$ cat src/rtl/mpmc10_port_arb_pkg.sv
// Shared arbiter types and constants for the mpmc10 port arbiter.
// IDLE mirrors the controller's idle state encoding.
package mpmc10_port_arb_pkg;

    localparam logic [3:0] IDLE       = 4'd0;
    localparam logic [7:0] ARB_STARVE = 8'd200;
    localparam logic [9:0] ARB_GNT_TO = 10'd1023;

    typedef enum logic [1:0] {
        A_IDLE  = 2'd0,
        A_GRANT = 2'd1,
        A_BUSY  = 2'd2
    } arb_state_t;

endpackage

$ cat src/rtl/mpmc10_rr_pick.sv
// Combinational picker: lowest-index starving requester first,
// otherwise the first requester after 'last' in round-robin order.
module mpmc10_rr_pick #(
    parameter int NPORT = 8,
    parameter int SEL_W = $clog2(NPORT)
) (
    input  logic [NPORT-1:0] req,
    input  logic [SEL_W-1:0] last,
    input  logic [NPORT-1:0] starving,
    output logic [SEL_W-1:0] win,
    output logic             found,
    output logic             by_starve
);

    logic [NPORT-1:0] hot_s;
    int               idx_s;

    // Scans run high-to-low so the final assignment is the highest-priority hit.
    always_comb begin
        hot_s     = req & starving;
        win       = '0;
        found     = 1'b0;
        by_starve = 1'b0;
        idx_s     = 0;
        if (|hot_s) begin
            found     = 1'b1;
            by_starve = 1'b1;
            for (int i = NPORT - 1; i >= 0; i--) begin
                win = hot_s[i] ? SEL_W'(i) : win;
            end
        end else begin
            for (int off = NPORT; off >= 1; off--) begin
                idx_s = int'(last) + off;
                idx_s = (idx_s >= NPORT) ? (idx_s - NPORT) : idx_s;
                win   = req[idx_s] ? SEL_W'(idx_s) : win;
                found = req[idx_s] ? 1'b1 : found;
            end
        end
    end

endmodule

$ cat src/rtl/mpmc10_port_arb.sv
// mpmc10 port arbiter: grants one channel at a time and holds the grant
// until the controller passes through a transaction and returns to IDLE.
module mpmc10_port_arb
    import mpmc10_port_arb_pkg::*;
#(
    parameter int               NPORT  = 8,
    parameter int               AGE_W  = 8,
    parameter logic [AGE_W-1:0] STARVE = AGE_W'(ARB_STARVE),
    parameter logic [9:0]       GNT_TO = ARB_GNT_TO,
    localparam int              SEL_W  = $clog2(NPORT)
) (
    input  logic             clk,
    input  logic             rst,
    input  logic [NPORT-1:0] req,
    input  logic [3:0]       state,
    output logic [NPORT-1:0] gnt,
    output logic [SEL_W-1:0] sel,
    output logic             sel_v,
    output logic             starve,
    output logic             to
);

    arb_state_t       fsm_q, fsm_d;
    logic [NPORT-1:0] gnt_q, gnt_d;
    logic [SEL_W-1:0] sel_q, sel_d;
    logic [SEL_W-1:0] last_q, last_d;
    logic             sel_v_q, sel_v_d;
    logic             starve_q, starve_d;
    logic             to_q, to_d;
    logic [9:0]       tmr_q, tmr_d;
    logic [AGE_W-1:0] age_q [NPORT];
    logic [AGE_W-1:0] age_d [NPORT];
    logic [NPORT-1:0] starving_s;
    logic [SEL_W-1:0] win_s;
    logic             found_s;
    logic             by_starve_s;

    mpmc10_rr_pick #(.NPORT(NPORT), .SEL_W(SEL_W)) u_pick (
        .req       (req),
        .last      (last_q),
        .starving  (starving_s),
        .win       (win_s),
        .found     (found_s),
        .by_starve (by_starve_s)
    );

    // Per-port waiting age: cleared when idle or granted, saturates otherwise.
    always_comb begin
        for (int i = 0; i < NPORT; i++) begin
            if (!req[i] || gnt_q[i]) begin
                age_d[i] = '0;
            end else if (&age_q[i]) begin
                age_d[i] = age_q[i];
            end else begin
                age_d[i] = age_q[i] + AGE_W'(1);
            end
            starving_s[i] = (age_q[i] >= STARVE);
        end
    end

    // Grant FSM next-state; every release path drops gnt, sel_v and starve together.
    always_comb begin
        fsm_d    = fsm_q;
        gnt_d    = gnt_q;
        sel_d    = sel_q;
        sel_v_d  = sel_v_q;
        starve_d = starve_q;
        last_d   = last_q;
        tmr_d    = tmr_q;
        to_d     = 1'b0;
        case (fsm_q)
            A_IDLE: begin
                if ((state == IDLE) && found_s) begin
                    gnt_d    = NPORT'(1) << win_s;
                    sel_d    = win_s;
                    sel_v_d  = 1'b1;
                    starve_d = by_starve_s;
                    tmr_d    = 10'd0;
                    fsm_d    = A_GRANT;
                end else begin
                    fsm_d = A_IDLE;
                end
            end
            A_GRANT: begin
                if (state != IDLE) begin
                    tmr_d = 10'd0;
                    fsm_d = A_BUSY;
                end else if (!req[sel_q] || (tmr_q == GNT_TO)) begin
                    to_d     = req[sel_q];
                    gnt_d    = '0;
                    sel_v_d  = 1'b0;
                    starve_d = 1'b0;
                    tmr_d    = 10'd0;
                    fsm_d    = A_IDLE;
                end else begin
                    tmr_d = tmr_q + 10'd1;
                end
            end
            A_BUSY: begin
                if (state == IDLE) begin
                    last_d   = sel_q;
                    gnt_d    = '0;
                    sel_v_d  = 1'b0;
                    starve_d = 1'b0;
                    fsm_d    = A_IDLE;
                end else begin
                    fsm_d = A_BUSY;
                end
            end
            default: begin
                gnt_d    = '0;
                sel_v_d  = 1'b0;
                starve_d = 1'b0;
                tmr_d    = 10'd0;
                fsm_d    = A_IDLE;
            end
        endcase
    end

    // State registers with synchronous reset; last starts at NPORT-1 so port 0 wins first.
    always_ff @(posedge clk) begin
        if (rst) begin
            fsm_q    <= A_IDLE;
            gnt_q    <= '0;
            sel_q    <= '0;
            sel_v_q  <= 1'b0;
            starve_q <= 1'b0;
            to_q     <= 1'b0;
            last_q   <= SEL_W'(NPORT - 1);
            tmr_q    <= 10'd0;
            for (int i = 0; i < NPORT; i++) begin
                age_q[i] <= '0;
            end
        end else begin
            fsm_q    <= fsm_d;
            gnt_q    <= gnt_d;
            sel_q    <= sel_d;
            sel_v_q  <= sel_v_d;
            starve_q <= starve_d;
            to_q     <= to_d;
            last_q   <= last_d;
            tmr_q    <= tmr_d;
            for (int i = 0; i < NPORT; i++) begin
                age_q[i] <= age_d[i];
            end
        end
    end

    assign gnt    = gnt_q;
    assign sel    = sel_q;
    assign sel_v  = sel_v_q;
    assign starve = starve_q;
    assign to     = to_q;

endmodule

$ cat config.mk
export PLATFORM = sky130hd
export DESIGN_NAME = mpmc10_port_arb
export DESIGN_NICKNAME = d
export VERILOG_FILES = /design/src/rtl/mpmc10_port_arb_pkg.sv /design/src/rtl/mpmc10_rr_pick.sv /design/src/rtl/mpmc10_port_arb.sv
export SDC_FILE = /design/constraint.sdc
export NUM_CORES = 1
export LEC_CHECK = 0
export ABC_AREA = 0
export BUFFER_PORTS_ARGS = -buffer_cell sky130_fd_sc_hd__clkbuf_2
export CAP_MARGIN = 5
export CORE_MARGIN = 1
export CORE_UTILIZATION = 55
export CTS_BUF_LIST = sky130_fd_sc_hd__clkbuf_16
export CTS_CLUSTER_DIAMETER = 40
export DETAILED_ROUTE_END_ITERATION = 6
export PLACE_DENSITY = 0.73
export SYNTH_ARGS = -nofsm -noshare
export SYNTH_HDL_FRONTEND = slang
export SYNTH_SLANG_ARGS = --single-unit
$ cat constraint.sdc
create_clock -name clk -period 9 [get_ports clk]
set_clock_uncertainty 0.2 [all_clocks]
set_input_delay 1.8 -clock clk [delete_from_list [all_inputs] [get_ports clk]]
set_output_delay 1.8 -clock clk [all_outputs]
set_load 0.05 [all_outputs]
== Yosys cells after proc, flatten, opt, wreduce, memory -nomap -nowiden ==
Memory sizes are Yosys's and may differ from the RTL's.
Cells that the tools add are included.
Widths: inputs -> output; s select.

* Flip-flop bits (word level): 29
* RAM bits: 64
* Input port bits: 14
* Output and inout bits: 14
* Word-level logic and storage cells: 225
* Memories: 1

{| class="wikitable"
|+ Memory list
! memory !! depth !! width !! rd ports !! clocked after memory_dff !! wr ports !! RTL line !! source
|-
| age_q || 8 || 8 || 8 || 0 || 8 || mpmc10_port_arb.sv:31 || <nowiki>logic [AGE_W-1:0] age_q [NPORT];</nowiki>
|}

* Add/sub/neg operators: 25
* Magnitude comparators: 25
* Equal/unequal tests: 8
* Shifts and indexed selects: 1
* Multiplexer cells: 109
* Bitwise gates (word level): 12
* Reductions and logical operators: 36

{| class="wikitable"
|+ Operators with widths
! kind !! number
|-
| $ge 32x5->1 const B || 8
|-
| $lt 32x5->1 const B || 8
|-
| $mux 32 || 8
|-
| $sub 32x5->32 const B || 8
|-
| $mux 8 || 28
|-
| $add 8x1->8 const B || 8
|-
| $ge 8x8->1 const B || 8
|-
| $reduce_and 8->1 || 8
|-
| $mux 3 || 17
|-
| $mux 1 || 36
|-
| $mux 10 || 3
|-
| $pmux 10 s3 || 1
|-
| $bmux 1 s3 || 9
|-
| $pmux 8 s3 || 1
|-
| $add 3x3->4 const B || 4
|-
| $add 10x1->10 const B || 1
|-
| $eq 10x10->1 const B || 1
|-
| $logic_not 1->1 || 9
|-
| $logic_or 1x1->1 || 9
|-
| $add 3x2->4 const B || 2
|-
| $and 8x8->8 || 1
|-
| $ne 2x2->1 const B || 4
|-
| $or 1x1->1 || 8
|-
| $reduce_or 8->1 || 1
|-
| other kinds (18) || 25
|}

== Longest topological paths before layout ==
Gate-level depths: netlist of run 1.

* Depth in word-level cells: 18
* Gate-level depth with buffers: 14
* Depth with buffers taken out: 9

== By module ==
From an unflattened synthesis of run 1, not the netlist that was laid out.

* Cells, all modules: 687
* Area, all modules: 5860.6 sq um

{| class="wikitable"
|+ By module, submodules not included
! module !! instances !! cells each !! area each (sq um) !! sequential area each (sq um)
|-
| mpmc10_port_arb || 1 || 552 || 4679.5 || 1861.8
|-
| mpmc10_rr_pick || 1 || 135 || 1181.1 || 0.0
|}

== Least setup slack after synthesis of run 1 ==
Ideal clock, no wire load.

* Path kind: input-to-reg
* From: input port req[5]
* To: register gnt_q[1] (netlist: gnt[1])
* Setup time: 0.144 ns
* Arrival: 3.860 ns
* Data required time: 8.656 ns
* Setup slack: 4.796 ns
* Stages: 8
* Buffers on the path: 1
* Path through: buf_2 -> mux4_2 -> or2_1 -> o221ai_1 -> o21ai_1 -> or4_1 -> a41oi_1 -> o32ai_1

* Cells in the longest elaborated chain, start to end: 15
* Elaborated cells between the ends (all ways): 61
* Those cells by class: eq/ne (2); shift (1); mux (52); bitwise (1); reduce/logical (5)

{| class="wikitable"
|+ RTL lines
! item !! RTL line !! source
|-
| from (decl) || mpmc10_port_arb.sv:14 || <nowiki>input logic [NPORT-1:0] req,</nowiki>
|-
| $bmux 1 s3 || mpmc10_rr_pick.sv:35, mpmc10_rr_pick.sv:36 ||
|-
| $mux 1 (not written as such) (2 in a row) || mpmc10_rr_pick.sv:35, mpmc10_rr_pick.sv:36 ||
|-
| $mux 3 or $mux 1 (tied branches) (8 in a row) || mpmc10_rr_pick.sv:35, mpmc10_rr_pick.sv:36 ||
|-
| $mux 3 or $mux 1 (tied branches) || mpmc10_rr_pick.sv:25 || <nowiki>if (|hot_s) begin</nowiki>
|-
| $shl 1x3->8 or $logic_and 1x1->1 (tied branches) || mpmc10_port_arb.sv:74, mpmc10_port_arb.sv:73 ||
|-
| $mux 8 or $ne 2x2->1 (tied branches) || n/a ||
|-
| $pmux 8 s3 or $reduce_and 4->1 (tied branches) || n/a ||
|-
| to (signal assigned) || mpmc10_port_arb.sv:136 || <nowiki>gnt_q <= gnt_d;</nowiki>
|-
| to (decl) || mpmc10_port_arb.sv:24 || <nowiki>logic [NPORT-1:0] gnt_q, gnt_d;</nowiki>
|}

Several ways; a longest one is shown, not always the timed one. The select of a mux whose other input is x is not followed.
A chain may end at the register's enable or synchronous reset.

== Worst setup path in the final report of run 1 ==
* From: register last_q[1]
* To: register gnt_q[3] (netlist: gnt[3])

* Cells in the longest elaborated chain, start to end: 18
* Elaborated cells between the ends (all ways): 80
* Those cells by class: add/sub (16); order compare (8); eq/ne (1); shift (1); mux (52); reduce/logical (2)

{| class="wikitable"
|+ RTL lines
! item !! RTL line !! source
|-
| from (decl) || mpmc10_port_arb.sv:26 || <nowiki>logic [SEL_W-1:0] last_q, last_d;</nowiki>
|-
| from (signal assigned) || mpmc10_port_arb.sv:129 || <nowiki>last_q <= SEL_W'(NPORT - 1);</nowiki>
|-
| from (signal assigned) || mpmc10_port_arb.sv:141 || <nowiki>last_q <= last_d;</nowiki>
|-
| $add 3x4->5 || mpmc10_rr_pick.sv:33 || <nowiki>idx_s = int'(last) + off;</nowiki>
|-
| $sub 32x5->32 or $ge 32x5->1 (tied branches) || mpmc10_rr_pick.sv:34 || <nowiki>idx_s = (idx_s >= NPORT) ? (idx_s - NPORT) : idx_s;</nowiki>
|-
| $mux 32 || mpmc10_rr_pick.sv:34 ||
|-
| $bmux 1 s3 || mpmc10_rr_pick.sv:35, mpmc10_rr_pick.sv:36 ||
|-
| $mux 1 (not written as such) (2 in a row) || mpmc10_rr_pick.sv:35, mpmc10_rr_pick.sv:36 ||
|-
| $mux 3 or $mux 1 (tied branches) (8 in a row) || mpmc10_rr_pick.sv:35, mpmc10_rr_pick.sv:36 ||
|-
| $mux 3 or $mux 1 (tied branches) || mpmc10_rr_pick.sv:25 ||
|-
| $shl 1x3->8 or $logic_and 1x1->1 (tied branches) || mpmc10_port_arb.sv:74, mpmc10_port_arb.sv:73 ||
|-
| $mux 8 or $ne 2x2->1 (tied branches) || n/a ||
|-
| $pmux 8 s3 or $reduce_and 4->1 (tied branches) || n/a ||
|}

Several ways; a longest one is shown, not always the timed one. The select of a mux whose other input is x is not followed.

==> results of run 1 <==
==> cells by family after synthesis <==
kind of cell | Yosys count | synth area share [%]
compound gates | 135 | 16.03
fa+ha+maj | 19 | 4.314
simple gates | 268 | 23.89
buf+inv | 61 | 4.859
mux | 42 | 11.88
xor+xnor | 33 | 5.245
flops | 93 | 33.79
==> final cells by class <==
cell class / instances / area (sq um) / area share, %
clock buffers: 9 / 225.2 / 3.774
flip-flops and latches: 93 / 1862 / 31.20
repair buffers: 28 / 142.6 / 2.390
well taps: 133 / 166.4 / 2.789
clock inverters: 7 / 55.05 / 0.9226
inverters: 36 / 135.1 / 2.265
multi-input cells: 497 / 3381 / 56.66
==> registers in the layout (all words and copies together) (netlist names) <==
name and flops:
age_q 64, tmr_q 10, gnt 8, last_q 3, sel 3, fsm_q 2, sel_v 1, starve 1
to 1
==> cells in the mapped netlist, types with 17 or more instances <==
cell type and instances:
and3_1 19, nor3_1 28, o21ai_0 20, nor2_1 81, inv_1 35, xor2_1 18, nand2_1 40, ha_1 19
mux2_2 17, dfxtp_1 93, a21oi_1 46, mux4_2 17, nand3_1 47
==> through the flow <==
step           hold slack [ps]  util (%)  worst slack [ps]  power, uW
6_report                 282.8     61.33              4535      848.0
5_1_grt                  306.8     61.33              4242      879.0
4_1_cts                  285.9     61.33              4528      853.5
3_5_place_dp             268.6     58.45              4429      496.5
3_3_place_gp             257.7     58.45              4528      494.3
2_1_floorplan            244.9         -              4796      479.3
==> cell usage in the layout, fill, tap and decap left out, drive strengths merged, types with 3 or more instances in the layout <==
| cell type | Yosys | routed |
|---|---|---|
| clkinv | 1 | 4 |
| nand2b | 9 | 9 |
| or3 | 4 | 4 |
| ha | 19 | 19 |
| o211ai | 4 | 4 |
| o22ai | 6 | 6 |
| dfxtp | 93 | 93 |
| or2 | 4 | 4 |
| mux4 | 17 | 17 |
| and3 | 19 | 19 |
| a31oi | 7 | 7 |
| nor2b | 6 | 6 |
| o21a | 3 | 3 |
| a21oi | 46 | 46 |
| o21ai | 22 | 22 |
| nand3 | 47 | 47 |
| nand2 | 40 | 40 |
| nor2 | 81 | 81 |
| nor3 | 28 | 28 |
| clkbuf | 15 | 36 |
| inv | 35 | 39 |
| o32ai | 8 | 8 |
| xor2 | 18 | 18 |
| mux2 | 17 | 17 |
| or4 | 3 | 3 |
| nand4 | 15 | 15 |
| xnor2 | 15 | 15 |
| o21bai | 3 | 3 |
| a211oi | 5 | 5 |
| a311oi | 5 | 5 |
| a31o | 5 | 5 |
| nor4 | 3 | 3 |
| mux2i | 8 | 8 |
==> power groups by stage <==
stage	logic (uW)	clock network [uW]	registers [uW]
finish	66.5	360	422
global route	73.0	384	423
CTS	65.6	366	422
detailed placement	65.2	0	431
global placement	63.2	0	431
floorplan	47.0	0	432
==> metal layers <==
metal  part of all wire (%)  vias up  track usage [%]
met1                     47     2327            32.83
li1                       -     2399                -
met2                     47       94            40.73
met3                    4.3       22            3.762
met4                    1.8        0            9.890
met5                      0        -                0
==> worst min path at each step <==
stage	startpoint	end	cells after the start
after floorplan	tmr_q[4]$_SDFFE_PP0P_	tmr_q[4]$_SDFFE_PP0P_	1
after global routing	tmr_q[4]$_SDFFE_PP0P_	tmr_q[4]$_SDFFE_PP0P_	1
final	tmr_q[4]$_SDFFE_PP0P_	tmr_q[4]$_SDFFE_PP0P_	1
after global placement	tmr_q[1]$_SDFFE_PP0P_	tmr_q[1]$_SDFFE_PP0P_	2
after detailed placement	tmr_q[4]$_SDFFE_PP0P_	tmr_q[4]$_SDFFE_PP0P_	1
after CTS	tmr_q[1]$_SDFFE_PP0P_	tmr_q[1]$_SDFFE_PP0P_	2
==> out/results.tsv, run 1 <==
metric	value	unit
status	completed	
die_width	102.1	um
synth_top_area_share	33.79	%
syn_area	0.005510	sq mm
grt_overflow	0	
max_freq	224.0	MHz
cts_hold_buffers	0	
ys_seq_elements	93	
htreeDepth	3	
ctsLongestPathBuffers	2	
r2r_setup_slack	4540	ps
worstPathRequired	9030	ps
routedWlPerCell	15.38	um
portBuffers	27	
cts_resized	0	
viasPerCell	6.030	
synth_largest_area_cell	dfxtp_1	
drc	0	
track_usage	24.81	%
critPathTopFamily	compound AO/OA/AOI/OAI gates	
grt_pass1_vias	4387	
end_kind	flip-flop	
cts_sinks	93	
fp-row-count	36	
area_growth	8.288	%
switching_share	25.32	%
crit_end	gnt[3]$_SDFFE_PP0P_	
stdcell_count	803	
initial_core_util	56.64	%
nets	698	
fin_tns_setup	0	ps
dpl.cell_count	787	
async_flop_share	0	%
worstSkewPairLatency	340	ps
p_per_area	142.1	mW/mm^2
diodes	0	
place_area	0.005687	sq mm
coreArea	0.009729	sq mm
routed_wl	12350	um
netlist_instances	651	
p_sw	214.7	uW
setup_viol	0	
grt_setup_unrepaired	no	
critPathMaxFanout	24	
post_cts_buffers	0	
rr_startpoint	last_q[1]$_SDFFE_PP1P_	
slowest_delay	940	ps
hp-class	reg2reg	
path_cells	inv_1, ha_1, mux4_2, mux2_2, nor2b_1, a2111oi_1, a21oi_1, o32ai_1	
postRouteAntennaNets	0	
vdd_drop_max	0.07261	mV
synth_warnings	0	
numCtsBuffers	9	
p_clk_share	42.4	%
slew_headroom	38.08	%
drive_above_1_share	13.13	%
p_leak	0.002162	uW
design_area	0.005967	sq mm
cp-start-kind	flip-flop	
seqPwrFrac	49.7	%
die_area	0.01042	sq mm
avgSynthCellArea	8.464	sq um
synth.area.top_cells	dfxtp_1 34%, mux4_2 6.9%, nor2_1 5.5%	
max_slew.worst_pin.slew	928.9	ps
grt_start_max_net_pins	25	
ioPinCount	28	
synth_cell_types	64	
dr.pass1.iters	5	
path_class	reg2reg	
clkTransAtPathRegs	70	ps
p_comb_share	7.8	%
drv_slew	0	
synthFlopType	dfxtp_1	
cts_tree	built	
synth-edff-count	0	
dp_hpwl	8948	um
cap_violations	0	
crit_path_start	last_q[1]$_SDFFE_PP1P_	
root_buffer	clkbuf_16	
syn-num-nets	684	
period_minus_slack	4465	ps
critPathBufInv	1	
drt_iter0_markers	284	
gp_congestion	0.8738	
die_h	102.1	um
fillers	866	
yosysSeqAreaShare	33.79	%
hold_viol	0	
arrival	4500	ps
cp_num_cells	8	
vias	4842	
p_int	633.3	uW
final.period_utilization	49.61	%
grt_pass1_wl	20420	um
antenna_found_initial	0	
reg2reg_depth	8	
slowest_stage	ha_1	
r2r_end	gnt[3]$_SDFFE_PP0P_	
Note: power is estimated with default switching activity, not from simulation.
==> run 2, diff against run 1 <==
Settings changed: PLACE_DENSITY 0.73 to 0.76.
Clock period 9 ns to 3.6 ns, I/O delays scaled along.
==> out/results.tsv, run 2 (synthesis gave the netlist of run 1 again) <==
metric	value	unit
ioPinCount	28	
worstSkewPairLatency	350	ps
p_clk_share	44.8	%
period_minus_slack	3360	ps
grt_setup_unrepaired	no	
p_int	1716	uW
postRouteAntennaNets	0	
top_register	age_q	
slowest_delay	520	ps
cts_sinks	93	
viasPerCell	6.076	
cap_violations	0	
cp-start-kind	flip-flop	
setup_viol	0	
fin_tns_setup	0	ps
routedWlPerCell	15.95	um
grt_start_max_net_pins	23	
drc	0	
grt_overflow	0	
grt_pass1_wl	21010	um
worstPathRequired	3600	ps
drt_iter0_markers	326	
gp_congestion	0.9151	
largest_reg_flops	64	
dr.pass1.iters	4	
htreeDepth	3	
seqPwrFrac	47.3	%
die_area	0.01042	sq mm
antenna_found_initial	0	
hp-class	reg2reg	
post_cts_buffers	0	
final_common_cell	dfxtp_1	
area_growth	11.24	%
cts_tree	built	
track_usage	25.75	%
utilization	63.00	%
portBuffers	27	
multi_input_comb_area	0.003388	sq mm
slew_headroom	49.66	%
p_comb_share	7.9	%
ctsLongestPathBuffers	2	
vdd_drop_max	0.3842	mV
diodes	0	
seq_area	0.001862	sq mm
cp_common_cell	mux2_2	
path_class	reg2reg	
p_leak	0.002255	uW
end_kind	flip-flop	
fp-row-count	36	
clkTransAtPathRegs	60	ps
nets	714	
switching_share	23.05	%
drive_above_1_share	15.45	%
status	completed	
routed_wl	13060	um
vias	4976	
arrival	3360	ps
path_cells	inv_1, ha_2, buf_4, mux2_2, mux2_2, a31o_2, o21bai_1, nand4bb_1, a21oi_1, o32ai_1	
hold_viol	0	
p_per_area	363.7	mW/mm^2
die_width	102.1	um
numCtsBuffers	9	
fillers	869	
max_freq	297.6	MHz
slowest_stage	ha_2	
initial_core_util	56.64	%
critPathMaxFanout	13	
grt_pass1_vias	4502	
final_cell_mix	93 x dfxtp_1, 81 x nor2_1, 47 x nand3_1	
coreArea	0.009729	sq mm
final.period_utilization	93.33	%
max_slew.worst_pin.slew	749.4	ps
root_buffer	clkbuf_16	
p_sw	514.0	uW
drv_slew	0	
dp_hpwl	9451	um
die_h	102.1	um
run 2: cell types whose count changed in the layout (fill, tap and decap cells not counted), sizes merged:
| cell | previous run | this run |
|---|---|---|
| inv | 39 | 37 |
| bufinv | 0 | 2 |
| clkinvlp | 0 | 1 |
| buf | 1 | 17 |
| clkinv | 4 | 3 |
run 2: final timing paths:
check | start | end | slack, ps | cells after the start
hold reg to reg | tmr_q[1]$_SDFFE_PP0P_ | tmr_q[1]$_SDFFE_PP0P_ | 290 | 2
setup reg to reg | last_q[1]$_SDFFE_PP1P_ | gnt[2]$_SDFFE_PP0P_ | 240 | 10
hold / removal | tmr_q[1]$_SDFFE_PP0P_ | tmr_q[1]$_SDFFE_PP0P_ | 290 | 2
setup / recovery | last_q[1]$_SDFFE_PP1P_ | gnt[2]$_SDFFE_PP0P_ | 240 | 10
run 2: stage by stage:
step	power [uW]	setup slack [ps]	hold WS (ps)	cell area, sq um	std cells
final	2230	240.3	288.0	6130	819
after global routing	2296	65.76	314.7	6130	819
after CTS	2241	69.70	288.3	6122	819
after detailed placement	1248	58.79	282.8	5807	803
after global placement	1244	104.4	258.9	5807	803
after floorplan	1198	85.55	244.9	5510	651
run 2: power groups by stage:
stage               sequential [uW]  combinational, uW  clock, uW
floorplan                      1080                117          0
global placement               1080                167          0
detailed placement             1080                171          0
CTS                            1050                172       1010
global route                   1060                189       1050
finish                         1050                175        999
run 2: what timing repair did:
item                       in CTS  in global routing
hold buffers                    0                  0
setup endpoints to repair       0                  8
resized for setup               0                  2
run 2: layout make-up:
cell class,instances,area share [%]
Clock buffer,9,3.674
Timing Repair Buffer,44,4.287
Clock inverter,7,1.470
Inverter,36,2.205
Sequential cell,93,30.37
Multi-Input combinational cell,497,55.28
Tap cell,133,2.715
run 2: critical path, delay by kind of cell, from the launching register on:
| kind | cells | cell delay (ps) |
|---|---|---|
| buffers and inverters | 2 | 280 |
| and+or+nand+nor | 1 | 180 |
| adders and majority gates | 1 | 520 |
| AOI/OAI and AO/OA | 4 | 1050 |
| muxes | 2 | 650 |
| DFF | 1 | 330 |
run 2: layer usage:
metal | vias up | global-route usage, % | wire length (um)
li1 | 2440 | - | -
met1 | 2352 | 33.13 | 5678
met2 | 161 | 42.75 | 6383
met3 | 23 | 5.062 | 779
met4 | 0 | 9.890 | 222
met5 | - | 0 | 0
==> run 3, diff against run 2 <==
Settings changed: CORE_UTILIZATION 55 to 50, PLACE_DENSITY 0.76 to 0.7, SYNTH_HIERARCHICAL set to 1.
==> out/results.tsv, run 3 <==
metric	value	unit
status	completed	
hp-class	reg2reg	
ys_seq_elements	93	
dp_hpwl	9483	um
drv_slew	0	
clkTransAtPathRegs	70	ps
largest_reg_flops	64	
final_common_cell	dfxtp_1	
p_comb_share	10.2	%
initial_core_util	51.33	%
seqPwrFrac	47.7	%
end_kind	flip-flop	
drt_iter0_markers	396	
cap_violations	0	
period_minus_slack	3457	ps
drc	0	
worstPathRequired	3640	ps
nets	744	
htreeDepth	3	
async_flop_share	0	%
switching_share	25.68	%
ioPinCount	28	
syn_area	0.005861	sq mm
cp-start-kind	flip-flop	
die_area	0.01216	sq mm
utilization	56.03	%
p_per_area	350.1	mW/mm^2
coreArea	0.01142	sq mm
portBuffers	27	
diodes	0	
total_power	2239	uW
synthFlopType	dfxtp_1	
final_cell_mix	93 x dfxtp_1, 90 x nor2_1, 48 x nand2_1	
ctsLongestPathBuffers	2	
synth.area.top_cells	dfxtp_1 32%, nor2_1 5.8%, mux2i_1 5.1%	
grt_pass1_wl	21290	um
arrival	3500	ps
path_class	reg2reg	
vias	5125	
viasPerCell	5.966	
root_buffer	clkbuf_16	
cts_resized	0	
fp-row-count	39	
die_h	110.3	um
avgSynthCellArea	8.531	sq um
synth_top_area_share	31.77	%
netlist_instances	687	
setup_viol	0	
track_usage	22.25	%
synthTopCellsByCount	93 x dfxtp_1, 90 x nor2_1, 48 x nand2_1, 42 x nor3_1, 38 x inv_1	
final.period_utilization	96.04	%
fillers	1066	
postRouteAntennaNets	0	
area_growth	9.159	%
yosysSeqAreaShare	31.77	%
top_register	age_q	
max_freq	289.2	MHz
antenna_found_initial	0	
cts_hold_buffers	0	
grt_setup_unrepaired	yes	
cts_tree	built	
dr.pass1.iters	5	
worstSkewPairLatency	350	ps
p_int	1664	uW
routed_wl	12920	um
fin_tns_setup	0	ps
grt_overflow	0	
synth_warnings	6	
cts_sinks	93	
p_leak	0.002308	uW
synth-edff-count	0	
slew_headroom	47.42	%
max_slew.worst_pin.slew	782.7	ps
critPathMaxFanout	6	
post_cts_buffers	0	
p_clk_share	42.1	%
die_width	110.3	um
grt_pass1_vias	4638	
grt_start_max_net_pins	34	
numCtsBuffers	9	
synth_largest_area_cell	dfxtp_1	
drive_above_1_share	13.97	%
routedWlPerCell	15.04	um
gp_congestion	0.9408	
yosysMostFrequentCell	dfxtp_1	
syn-num-nets	720	
hold_viol	0	
vdd_drop_max	0.2473	mV
p_sw	575.0	uW
synth_cell_types	69	
[run 3: layout make-up]
class,count,area (sq um),share of cell area (%)
flip-flops and latches,93,1862,29.10
clock inverters,7,66.31,1.037
clock buffers,9,225.2,3.520
multi-input cells,525,3647,57.01
inverters,38,142.6,2.230
repair buffers,44,275.3,4.303
well taps,143,178.9,2.797
[run 3: cell families (layout without fill, tap and decap cells)]
family	count (synthesis)	in the layout	share of synthesized area, %
flip-flops	93	93	31.77
buffers and inverters	69	98	6.170
AO/OA/AOI/OAI	123	123	15.41
multiplexers	54	54	12.68
AND/OR/NAND/NOR	301	301	25.73
adder cells (fa/ha/maj)	19	19	4.056
XOR/XNOR	28	28	4.184
[run 3: worst max-delay path: stages (launching register included)]
cell      delay, ps
dfxtp_1         330
inv_1            90
ha_1            370
buf_4           180
mux4_2          530
mux2_2          320
a31oi_1         180
a21oi_1         120
mux2i_1         120
o211ai_1        190
inv_1           100
nor4_1          400
a31oi_1         140
o41ai_1         100
[run 3: metal layers]
layer  global-route usage, %  vias to the layer above  routed length, um
met1                   28.21                     2408               5873
met5                       0                        -                  0
met4                   9.680                        0                347
li1                        -                     2571                  -
met2                   36.51                      122               6142
met3                   4.586                       24                556
[run 3: path summary, 6_finish.rpt]
check	from	endpoint	slack (ps)	cells past startpoint
worst min register to register	tmr_q[1]$_SDFFE_PP0P_	tmr_q[1]$_SDFFE_PP0P_	270	2
worst max-delay path	last_q[1]$_SDFFE_PP1P_	gnt[5]$_SDFFE_PP0P_	140	13
worst max register to register	last_q[1]$_SDFFE_PP1P_	gnt[5]$_SDFFE_PP0P_	140	13
worst min-delay path	tmr_q[1]$_SDFFE_PP0P_	tmr_q[1]$_SDFFE_PP0P_	270	2
[run 3: power groups by stage]
stage / logic, uW / clock network (uW) / registers [uW]
finish: 229 / 944 / 1070
global route: 248 / 1010 / 1070
CTS: 227 / 963 / 1070
detailed placement: 226 / 0 / 1090
global placement: 219 / 0 / 1090
floorplan: 144 / 0 / 1110
[run 3: per-stage QoR]
| stage | hold slack (ps) | cell area, sq um | instances | setup slack, ps |
|---|---|---|---|---|
| after CTS | 275.9 | 6391 | 859 | 204.7 |
| after floorplan | 239.6 | 5864 | 687 | 91.37 |
| after detailed placement | 266.2 | 6100 | 843 | 117.4 |
| after global placement | 260.9 | 6100 | 843 | 168.0 |
| final | 273.9 | 6397 | 859 | 142.7 |
| after global routing | 312.3 | 6397 | 859 | -0.8049 |
